`config.mk`:
```
export PLATFORM = sky130hd
export DESIGN_NAME = seq_hit_monitor
export DESIGN_NICKNAME = d
export VERILOG_FILES = /design/src/rtl/seq_hit_monitor_pkg.sv /design/src/rtl/seq_hit_report_reg.sv /design/src/rtl/seq_hit_monitor.sv
export SDC_FILE = /design/constraint.sdc
export NUM_CORES = 1
export LEC_CHECK = 0
export ABC_AREA = 1
export CAP_MARGIN = 20
export CORE_MARGIN = 10
export CORE_UTILIZATION = 50
export CTS_BUF_LIST = sky130_fd_sc_hd__clkbuf_8
export DETAILED_ROUTE_END_ITERATION = 8
export GPL_TIMING_DRIVEN = 0
export PLACE_DENSITY = 0.76
export RECOVER_POWER = 100
export SKIP_CTS_REPAIR_TIMING = 1
export SYNTH_ARGS = -nofsm -noshare
export SYNTH_HDL_FRONTEND = slang
export SYNTH_SLANG_ARGS = --single-unit
export TNS_END_PERCENT = 5
```
`constraint.sdc`:
```
create_clock -name clk -period 6.7 [get_ports clk]
set_clock_uncertainty 0.1 [all_clocks]
set_input_delay 2.01 -clock clk [delete_from_list [all_inputs] [get_ports clk]]
set_output_delay 2.01 -clock clk [all_outputs]
set_load 0.02 [all_outputs]
```
`src/rtl/seq_hit_monitor_pkg.sv`:
```
// Shared types and defaults for the windowed
// hit monitor that follows the 1011 detector.
package seq_hit_monitor_pkg;

  typedef enum logic {
    IDLE  = 1'b0,
    COUNT = 1'b1
  } state_t;

  localparam int CNT_W_DEF = 8;
  localparam int WIN_W_DEF = 16;

endpackage

```
`src/rtl/seq_hit_report_reg.sv`:
```
// Report holding register: valid/ready output,
// one-cycle alarm pulse and sticky overrun flag.
module seq_hit_report_reg
  import seq_hit_monitor_pkg::*;
#(
  parameter int CNT_W = CNT_W_DEF
) (
  input  logic             clk,
  input  logic             rst,
  input  logic             load,
  input  logic [CNT_W-1:0] data,
  input  logic             alarm_set,
  input  logic             ready,
  input  logic             ovr_clr,
  output logic [CNT_W-1:0] cnt_data,
  output logic             cnt_valid,
  output logic             alarm,
  output logic             overrun
);

  logic ovr_set;

  // Overwriting a report nobody took is an overrun.
  assign ovr_set = load & cnt_valid & ~ready;

  always_ff @(posedge clk or posedge rst) begin
    if (rst) begin
      cnt_data  <= '0;
      cnt_valid <= 1'b0;
      alarm     <= 1'b0;
      overrun   <= 1'b0;
    end else begin
      alarm <= load & alarm_set;
      if (load) begin
        cnt_data  <= data;
        cnt_valid <= 1'b1;
      end else if (cnt_valid && ready) begin
        cnt_valid <= 1'b0;
      end
      if (ovr_set) begin
        overrun <= 1'b1;
      end else if (ovr_clr) begin
        overrun <= 1'b0;
      end
    end
  end

endmodule

```
`src/rtl/seq_hit_monitor.sv`:
```
// Counts detector hits over back-to-back windows
// and reports each completed window count.
module seq_hit_monitor
  import seq_hit_monitor_pkg::*;
#(
  parameter int CNT_W = CNT_W_DEF,
  parameter int WIN_W = WIN_W_DEF
) (
  input  logic             clk,
  input  logic             rst,
  input  logic             hit,
  input  logic             enable,
  input  logic [WIN_W-1:0] win_len,
  input  logic [CNT_W-1:0] thresh,
  input  logic             ovr_clr,
  output logic [CNT_W-1:0] cnt_data,
  output logic             cnt_valid,
  input  logic             cnt_ready,
  output logic             alarm,
  output logic             overrun
);

  state_t state_q, state_d;

  logic [CNT_W-1:0] hit_cnt;
  logic [CNT_W-1:0] thr_q;
  logic [CNT_W-1:0] cnt_next;
  logic [WIN_W-1:0] win_cnt;
  logic [WIN_W-1:0] len_q;
  logic [WIN_W-1:0] len_in;
  logic             last;
  logic             start;
  logic             load;
  logic             alarm_set;

  // A zero length would never end; run it as 1.
  assign len_in = (win_len == '0) ? WIN_W'(1) : win_len;
  assign last   = (win_cnt == len_q - WIN_W'(1));

  assign cnt_next = (hit && hit_cnt != '1) ?
                    hit_cnt + CNT_W'(1) : hit_cnt;

  assign alarm_set = (thr_q != '0) &&
                     (cnt_next >= thr_q);

  always_comb begin
    state_d = state_q;
    start   = 1'b0;
    load    = 1'b0;
    unique case (state_q)
      IDLE: begin
        if (enable) begin
          state_d = COUNT;
          start   = 1'b1;
        end
      end
      COUNT: begin
        if (last) begin
          load    = 1'b1;
          start   = 1'b1;
          state_d = enable ? COUNT : IDLE;
        end else if (!enable) begin
          state_d = IDLE;
        end
      end
    endcase
  end

  always_ff @(posedge clk or posedge rst) begin
    if (rst) begin
      state_q <= IDLE;
    end else begin
      state_q <= state_d;
    end
  end

  always_ff @(posedge clk or posedge rst) begin
    if (rst) begin
      hit_cnt <= '0;
      win_cnt <= '0;
      len_q   <= WIN_W'(1);
      thr_q   <= '0;
    end else if (start) begin
      hit_cnt <= '0;
      win_cnt <= '0;
      len_q   <= len_in;
      thr_q   <= thresh;
    end else if (state_q == COUNT) begin
      hit_cnt <= cnt_next;
      win_cnt <= win_cnt + WIN_W'(1);
    end
  end

  seq_hit_report_reg #(
    .CNT_W(CNT_W)
  ) u_report (
    .clk      (clk),
    .rst      (rst),
    .load     (load),
    .data     (cnt_next),
    .alarm_set(alarm_set),
    .ready    (cnt_ready),
    .ovr_clr  (ovr_clr),
    .cnt_data (cnt_data),
    .cnt_valid(cnt_valid),
    .alarm    (alarm),
    .overrun  (overrun)
  );

endmodule

```
Word level (Yosys, flattened, before mapping)
Cells that the tools add are included.
Storage, ports and cells
  bits in registers: 60
  input port bits: 30
  bits in writable memories: 0
  bits in read-only memories: 0
  word-level logic and storage cells: 42
  memories: 0
  output and inout port bits: 11
  latch bits: 0
Cells by class
  add/sub/neg operators: 3
  div/mod/pow operators: 0
  magnitude comparators: 1
  multipliers: 0
  reduce and logical (&&, ||, !) cells: 8
  multiplexer cells: 14
  equality and inequality tests: 2
  bitwise operators: 5
  shifts and indexed selects: 0
Operators by type and width (number)
  2-to-1 mux 16 bit: 3
  2-to-1 mux 8 bit: 3
  adder 16 x 1 -> 16 bit (second input constant): 1
  equality test 16 bit: 1
  zero test 16 bit: 1
  subtractor 16 x 1 -> 16 bit (second input constant): 1
  adder 8 x 1 -> 8 bit (second input constant): 1
  >= comparator 8 bit: 1
  != test 8 bit (second input constant): 1
  nonzero test 8 bit: 1
  2-to-1 mux 1 bit: 7
  nonzero test 2 bit: 3
  AND 1 bit: 3
  logical AND 1 bit: 3
  inverter 1 bit: 2
  one-hot mux 1 bit (2 select lines): 1

Depth between registers and ports, before layout
Gate-level depths: netlist (run 1).
  word-level depth: 7
  gate-level depth with buffers: 16
  depth with buffers taken out: 15

Modules after synthesis
A second synthesis (run 1) with hierarchy kept.
Unflattened totals
  cells, all modules: 527
  area, all modules: 3737.3 um^2
By module, submodules not included
  seq_hit_monitor: area each 3313.2 um^2, sequential area each 1227.4 um^2, cells each 480, times used 1
  seq_hit_report_reg: area each 424.2 um^2, sequential area each 275.3 um^2, cells each 47, times used 1

Least setup slack after synthesis (run 1)
OpenSTA, ideal clock, no wires.
  path type: in2reg
  start point: in hit
  end point: reg u_report.alarm
  library setup time: 117 ps
  cell stages on the path: 10
  setup slack: 3170 ps
  path buffers: 0
  arrival time: 3313 ps
  data required time: 6483 ps
  cell sequence: nand2_1 -> inv_1 -> nand3_1 -> nor2_1 -> xor2_1 -> ha_1 -> a21oi_1 -> o221ai_1 -> nor2_1 -> nor2_1
Between the ends
  longest elaborated chain between the ends: 5
Ends and longest elaborated chain
  start: declaration: line seq_hit_monitor.sv:11  | input logic hit,
  logical AND 1 bit: line seq_hit_monitor.sv:40  | assign cnt_next = (hit && hit_cnt != '1) ?
  2-to-1 mux 8 bit: line seq_hit_monitor.sv:40
  net cnt_next[7]: line seq_hit_monitor.sv:27  | logic [CNT_W-1:0] cnt_next;
  >= comparator 8 bit: line seq_hit_monitor.sv:44  | (cnt_next >= thr_q);
  logical AND 1 bit: line seq_hit_monitor.sv:43  | assign alarm_set = (thr_q != '0) &&
  AND 1 bit: line seq_hit_report_reg.sv:33  | alarm <= load & alarm_set;
  end signal: assignment: line seq_hit_report_reg.sv:33
  end: declaration: line seq_hit_report_reg.sv:17  | output logic alarm,
The timed path passes the listed nets, and every way through them passes these cells.
A chain may end at the register's enable or synchronous reset.

==> results_dict.tcl, run 1 <==
set metrics [dict create \
    async_reset_ff_frac 1.000 \
    clk-insertion-delay-late_ps 350 \
    status "complete, but fails checks" \
    ys_seq_area_frac 0.4023 \
    setup_viol 0 \
    whs_path_depth 2 \
    postRouteAntennaNets 0 \
    syn-instance-count 511 \
    setup_tns_ps 0 \
    ys_ff_latch 60 \
    drive_gt1_frac 0.07394 \
    cts_root_buffer "clkbuf_8" \
    grt-busiest-layer "met2" \
    grt_usage 0.1793 \
    critPathRequiredTime_ps 6680 \
    rows 31 \
    rsz0062_at_grt "false" \
    cp-start-kind "input pin" \
    fmax_mhz 212.2 \
    grt_overflow_total 0 \
    rr_worst_depth 14 \
    numPortBuffers 40 \
    ir_drop_uv 125.1 \
    min_path_type "flip-flop to flip-flop" \
    antenna_found_initial 0 \
    drc_errors 0 \
    synth_edf_count 0 \
    met2_usage 0.2814 \
    cts.sink_count 60 \
    critical_path_class "input pin to asynchronous set/reset pin" \
    slew_viol_final 37 \
    maxSlewHeadroom -0.2840 \
    initial_core_util 0.5149 \
    clkTransAtPathRegs_ps 70 \
    dp.cells 651 \
    syn_area_um2 3735 \
    multi_input_area_um2 1908 \
    nets 604 \
    num_io_pins 41 \
    grt_max_degree 37 \
    fin_crit_ps 4712 \
    worst_ep_arrival_time_ps 4690 \
    yosysUniqueCellTypes 30 \
    fillers 650 \
    h-tree-depth 3 \
    wl_per_cell_um 14.29 \
    cts_tree "built" \
    register_area_um2 1503 \
    p_per_area_nw_per_um2 211.0 \
    cts_buffers 9 \
    routed_wirelength_mm 9.530 \
    grt_util_met3 0.03986 \
    syn_area_per_cell_um2 7.309 \
    drtIter0Drc 217 \
    gp_congestion 0.9032 \
    leakagePower_nw 2.180 \
    cts_buffer_depth 2 \
    drv_cap 1 \
    cp_max_fo 36 \
    crit_path_end_kind "asynchronous set/reset pin" \
    core_um2 7253 \
    stdcell_count 667 \
    via_per_inst 5.108 \
    reg2reg_slack_ps 3930 \
    synth-main-ff-cell "dfrtp_1" \
    area_growth_pct 17.89 \
    fin_crit_sh 0.7032 \
    worst_slew_pin_slew_ps 1926 \
    dp_hpwl_mm 7.425 \
    drtPass1Iterations 5 \
    grt_pass1_wl_mm 16.56 \
    die_area_um2 11330 \
    hold_violations 0 \
    ys_warn_count 0 \
    syn-num-nets 552 \
    met1_usage 0.2281 \
    violations "capacitance limit, slew limit" \
    vias 3407 \
    n_antenna_cell 0 \
    fp.dieW_um 106.4 \
    total_power_uw 928.9 \
    dieHeight_um 106.4 \
    grt_pass1_vias 3436 \
]
==> final cells by class <==
class | instances | share of cell area
Sequential cell | 60 | 0.3413
Inverter | 55 | 0.04689
Multi-Input combinational cell | 384 | 0.4334
Clock inverter | 5 | 0.005399
Tap cell | 99 | 0.02813
Buffer | 12 | 0.01876
Clock buffer | 11 | 0.03438
Timing Repair Buffer | 41 | 0.09179
==> cell usage in the layout, fill, tap and decap left out, drive strengths merged, types with 6 or more instances in the layout <==
| cell type | count |
|---|---|
| clkbuf | 19 |
| clkdlybuf4s50 | 26 |
| dfrtp | 59 |
| dlygate4sd3 | 14 |
| ha | 11 |
| inv | 58 |
| nand2 | 177 |
| nand3 | 54 |
| nor2 | 72 |
| nor3 | 6 |
| o21ai | 13 |
| xnor2 | 7 |
| xor2 | 19 |
==> registers in the layout (all words and copies together), names as in the netlist <==
signal and cells:
u_report.cnt_data 8, hit_cnt 8, u_report.alarm 1, u_report.overrun 1, win_cnt 16, state_q 1
len_q 16, thr_q 8, u_report.cnt_valid 1
==> metal layers <==
layer / share of wire / vias to the layer above
met2: 0.46 / 74
met3: 0.041 / 18
met5: 0 / -
met4: 0.029 / 0
li1: - / 1715
met1: 0.47 / 1600
==> final timing paths <==
check / start / to
worst max-delay path: rst / thr_q[4]$_DFFE_PP0P_
worst min-delay path: u_report.cnt_data[3]$_DFFE_PP0P_ / u_report.cnt_data[3]$_DFFE_PP0P_
worst max register to register: len_q[0]$_DFFE_PP1P_ / len_q[6]$_DFFE_PP0P_
worst min register to register: u_report.cnt_data[3]$_DFFE_PP0P_ / u_report.cnt_data[3]$_DFFE_PP0P_
max in group clk: hit / u_report.alarm$_DFF_PP0_
min in group asynchronous: rst / u_report.cnt_valid$_DFFE_PP0P_
==> report_power, final <==
part | internal [mW] | total (mW) | switching [mW]
clock | 0.150 | 0.294 | 0.144
combinational | 0.0828 | 0.202 | 0.119
sequential | 0.393 | 0.433 | 0.0401
total | 0.625 | 0.929 | 0.303
==> through the flow <==
| stage | util | setup slack [ps] | hold WS (ps) | instance area (um2) |
|---|---|---|---|---|
| 5_1_grt | 0.6070 | 1461 | 405.5 | 4403 |
| 3_3_place_gp | 0.5872 | 2061 | 357.3 | 4259 |
| 2_1_floorplan | - | 3107 | 375.5 | 3735 |
| 4_1_cts | 0.6141 | 2760 | 380.0 | 4454 |
| 3_5_place_dp | 0.5900 | 2398 | 365.1 | 4279 |
| 6_report | 0.6070 | 1988 | 367.8 | 4403 |
==> worst max-delay path: stages <==
cell,delay (ps)
dlygate4sd3_1,530
inv_1,680
clkbuf_1,1450
==> synthesized netlist by cell type (all sizes together), types with 5 or more instances <==
cell type	count	share of area
nor4	5	0.0084
a21oi	5	0.0067
nand3	54	0.076
nand4	5	0.0084
nand2	177	0.18
nor2	72	0.086
xor2	19	0.045
xnor2	7	0.016
buf	8	0.023
ha	11	0.037
o21ai	13	0.017
inv	55	0.055
nand3b	5	0.010
nor3	6	0.0080
dfrtp	59	0.40
==> cell families after synthesis <==
group / Yosys count / share of synthesized area
AND/OR/NAND/NOR: 325 / 0.3812
XOR/XNOR: 26 / 0.06097
flip-flops: 60 / 0.4023
adder cells (fa/ha/maj): 11 / 0.03685
buffers and inverters: 67 / 0.08241
AO/OA/AOI/OAI: 22 / 0.03618
Note: power is estimated with default switching activity, not from simulation.
==> run 2, diff against run 1 <==
==> constraint.sdc (replaced) <==
create_clock -name clk -period 4.4 [get_ports clk]
set_clock_uncertainty 0.1 [all_clocks]
set_input_delay 1.32 -clock clk [delete_from_list [all_inputs] [get_ports clk]]
set_output_delay 1.32 -clock clk [all_outputs]
set_load 0.02 [all_outputs]
==> results_dict.tcl, run 2 (synthesis results as in run 1) <==
set metrics [dict create \
    nets 604 \
    power_frac_comb 0.218 \
    grt_util_met3 0.03986 \
    rows 31 \
    whs_path_depth 2 \
    internal-power_uw 954.0 \
    rr_worst_depth 14 \
    final_common_cell "nand2_1" \
    n_antenna_cell 0 \
    rr_endpoint "len_q[6]$_DFFE_PP0P_" \
    dp_hpwl_mm 7.425 \
    met2_usage 0.2814 \
    vias 3408 \
    cts.sink_count 60 \
    switching_power_uw 460.2 \
    drtIter0Drc 211 \
    cts_root_buffer "clkbuf_8" \
    grt_max_degree 37 \
    grt_pass1_vias 3436 \
    clkTransAtPathRegs_ps 70 \
    reg2reg_slack_ps 1520 \
    min_from "u_report.cnt_data[3]$_DFFE_PP0P_" \
    total_power_mw 1.414 \
    cp-start-kind "input pin" \
    fmax_mhz 297.7 \
    numPortBuffers 40 \
    cts_buffers 9 \
    grt_pass1_wl_mm 16.56 \
    core_um2 7253 \
    worst_ep_arrival_time_ps 3500 \
    leakagePower_nw 2.157 \
    crit_path_end_kind "flip-flop" \
    drtPass1Iterations 4 \
    min_path_type "flip-flop to flip-flop" \
    fp.dieW_um 106.4 \
    status "finished, final reports clean" \
    reg_top3 "len_q: 16 flops, win_cnt: 16 flops" \
    fin_crit_ps 3359 \
    fin_crit_sh 0.7634 \
    critical_path_class "input pin to flip-flop" \
    cts_buffer_depth 2 \
    grt-busiest-layer "met2" \
    cts_tree "built" \
    hold_violations 0 \
    setup_viol 0 \
    routed_wirelength_mm 9.496 \
    netSwitchingFraction 0.3254 \
    antenna_found_initial 0 \
    dieHeight_um 106.4 \
    worst_slew_pin_slew_ps 999.3 \
    h-tree-depth 3 \
    ir_drop_uv 192.5 \
    num_io_pins 41 \
    drv_cap 0 \
    timing.rr.start "len_q[0]$_DFFE_PP1P_" \
    via_per_inst 5.109 \
    rsz0062_at_grt "false" \
    cp_max_fo 5 \
    p_clk_frac 0.316 \
    gp_congestion 0.9032 \
    die_area_um2 11330 \
    p_per_area_nw_per_um2 322.6 \
    grt_overflow_total 0 \
    wl_per_cell_um 14.24 \
    grt_usage 0.1793 \
    layout_common_cells "174 x nand2_1, 63 x nor2_1, 59 x dfrtp_1, 52 x nand3_1, 51 x inv_1" \
    drive_gt1_frac 0.06514 \
    area_growth_pct 17.39 \
    pwr-share-seq 0.466 \
    holdPathEnd "u_report.cnt_data[3]$_DFFE_PP0P_" \
    maxSlewHeadroom 0.3330 \
    setup_tns_ps 0 \
    initial_core_util 0.5149 \
    clk-insertion-delay-late_ps 350 \
    postRouteAntennaNets 0 \
    met1_usage 0.2281 \
    critPathRequiredTime_ps 4540 \
    drc_errors 0 \
    slew_viol_final 0 \
]
==> run 2: worst max path at each step <==
stage | from | end | slack (ps) | depth (start not counted)
2_1_floorplan | rst | hit_cnt[0]$_DFFE_PP0P_ | 1500 | 1
3_3_place_gp | rst | len_q[8]$_DFFE_PP0P_ | 450 | 2
3_5_place_dp | hit | u_report.alarm$_DFF_PP0_ | 790 | 11
4_1_cts | hit | u_report.alarm$_DFF_PP0_ | 1150 | 11
5_1_grt | hit | u_report.alarm$_DFF_PP0_ | 850 | 11
6_report | hit | u_report.alarm$_DFF_PP0_ | 1040 | 11
==> run 2: power by group through the flow <==
stage	registers, mW	clock network, mW	logic [mW]
after floorplan	0.653	0	0.225
after global placement	0.665	0	0.299
after detailed placement	0.668	0	0.312
after CTS	0.658	0.452	0.315
after global routing	0.666	0.482	0.356
final	0.658	0.447	0.308
==> run 2: metal layers <==
layer	share of wire	vias to the layer above
met4	0.028	0
met2	0.46	73
met1	0.45	1605
met3	0.055	18
li1	-	1712
met5	0	-
==> run 2: worst max-delay path, stage by stage <==
cell,delay [ps]
dlygate4sd3_1,530
nand2_1,120
inv_1,150
nand3_1,130
nor2_1,130
xor2_1,320
ha_1,330
a21oi_1,160
o221ai_1,130
nor2_1,130
nor2_1,60
==> run 2: area by class of cell <==
| class | instances | area (um2) |
|---|---|---|
| clock inverters | 5 | 23.77 |
| inverters | 55 | 206.4 |
| plain buffers | 12 | 60.06 |
| multi-input cells | 384 | 1896 |
| fillers | 652 | 2869 |
| repair buffers | 41 | 420.4 |
| well taps | 99 | 123.9 |
| flip-flops and latches | 60 | 1503 |
| clock buffers | 11 | 151.4 |
==> run 2: per-stage QoR <==
| step | instance area, um2 | setup WS [ps] | util | cells | hold WS (ps) |
|---|---|---|---|---|---|
| after global placement | 4259 | 450.6 | 0.5872 | 650 | 357.3 |
| after global routing | 4384 | 852.4 | 0.6045 | 667 | 410.6 |
| after CTS | 4454 | 1150 | 0.6141 | 667 | 380.0 |
| after detailed placement | 4279 | 788.2 | 0.5900 | 651 | 365.1 |
| after floorplan | 3735 | 1497 | - | 511 | 375.5 |
| final | 4384 | 1041 | 0.6045 | 667 | 368.0 |
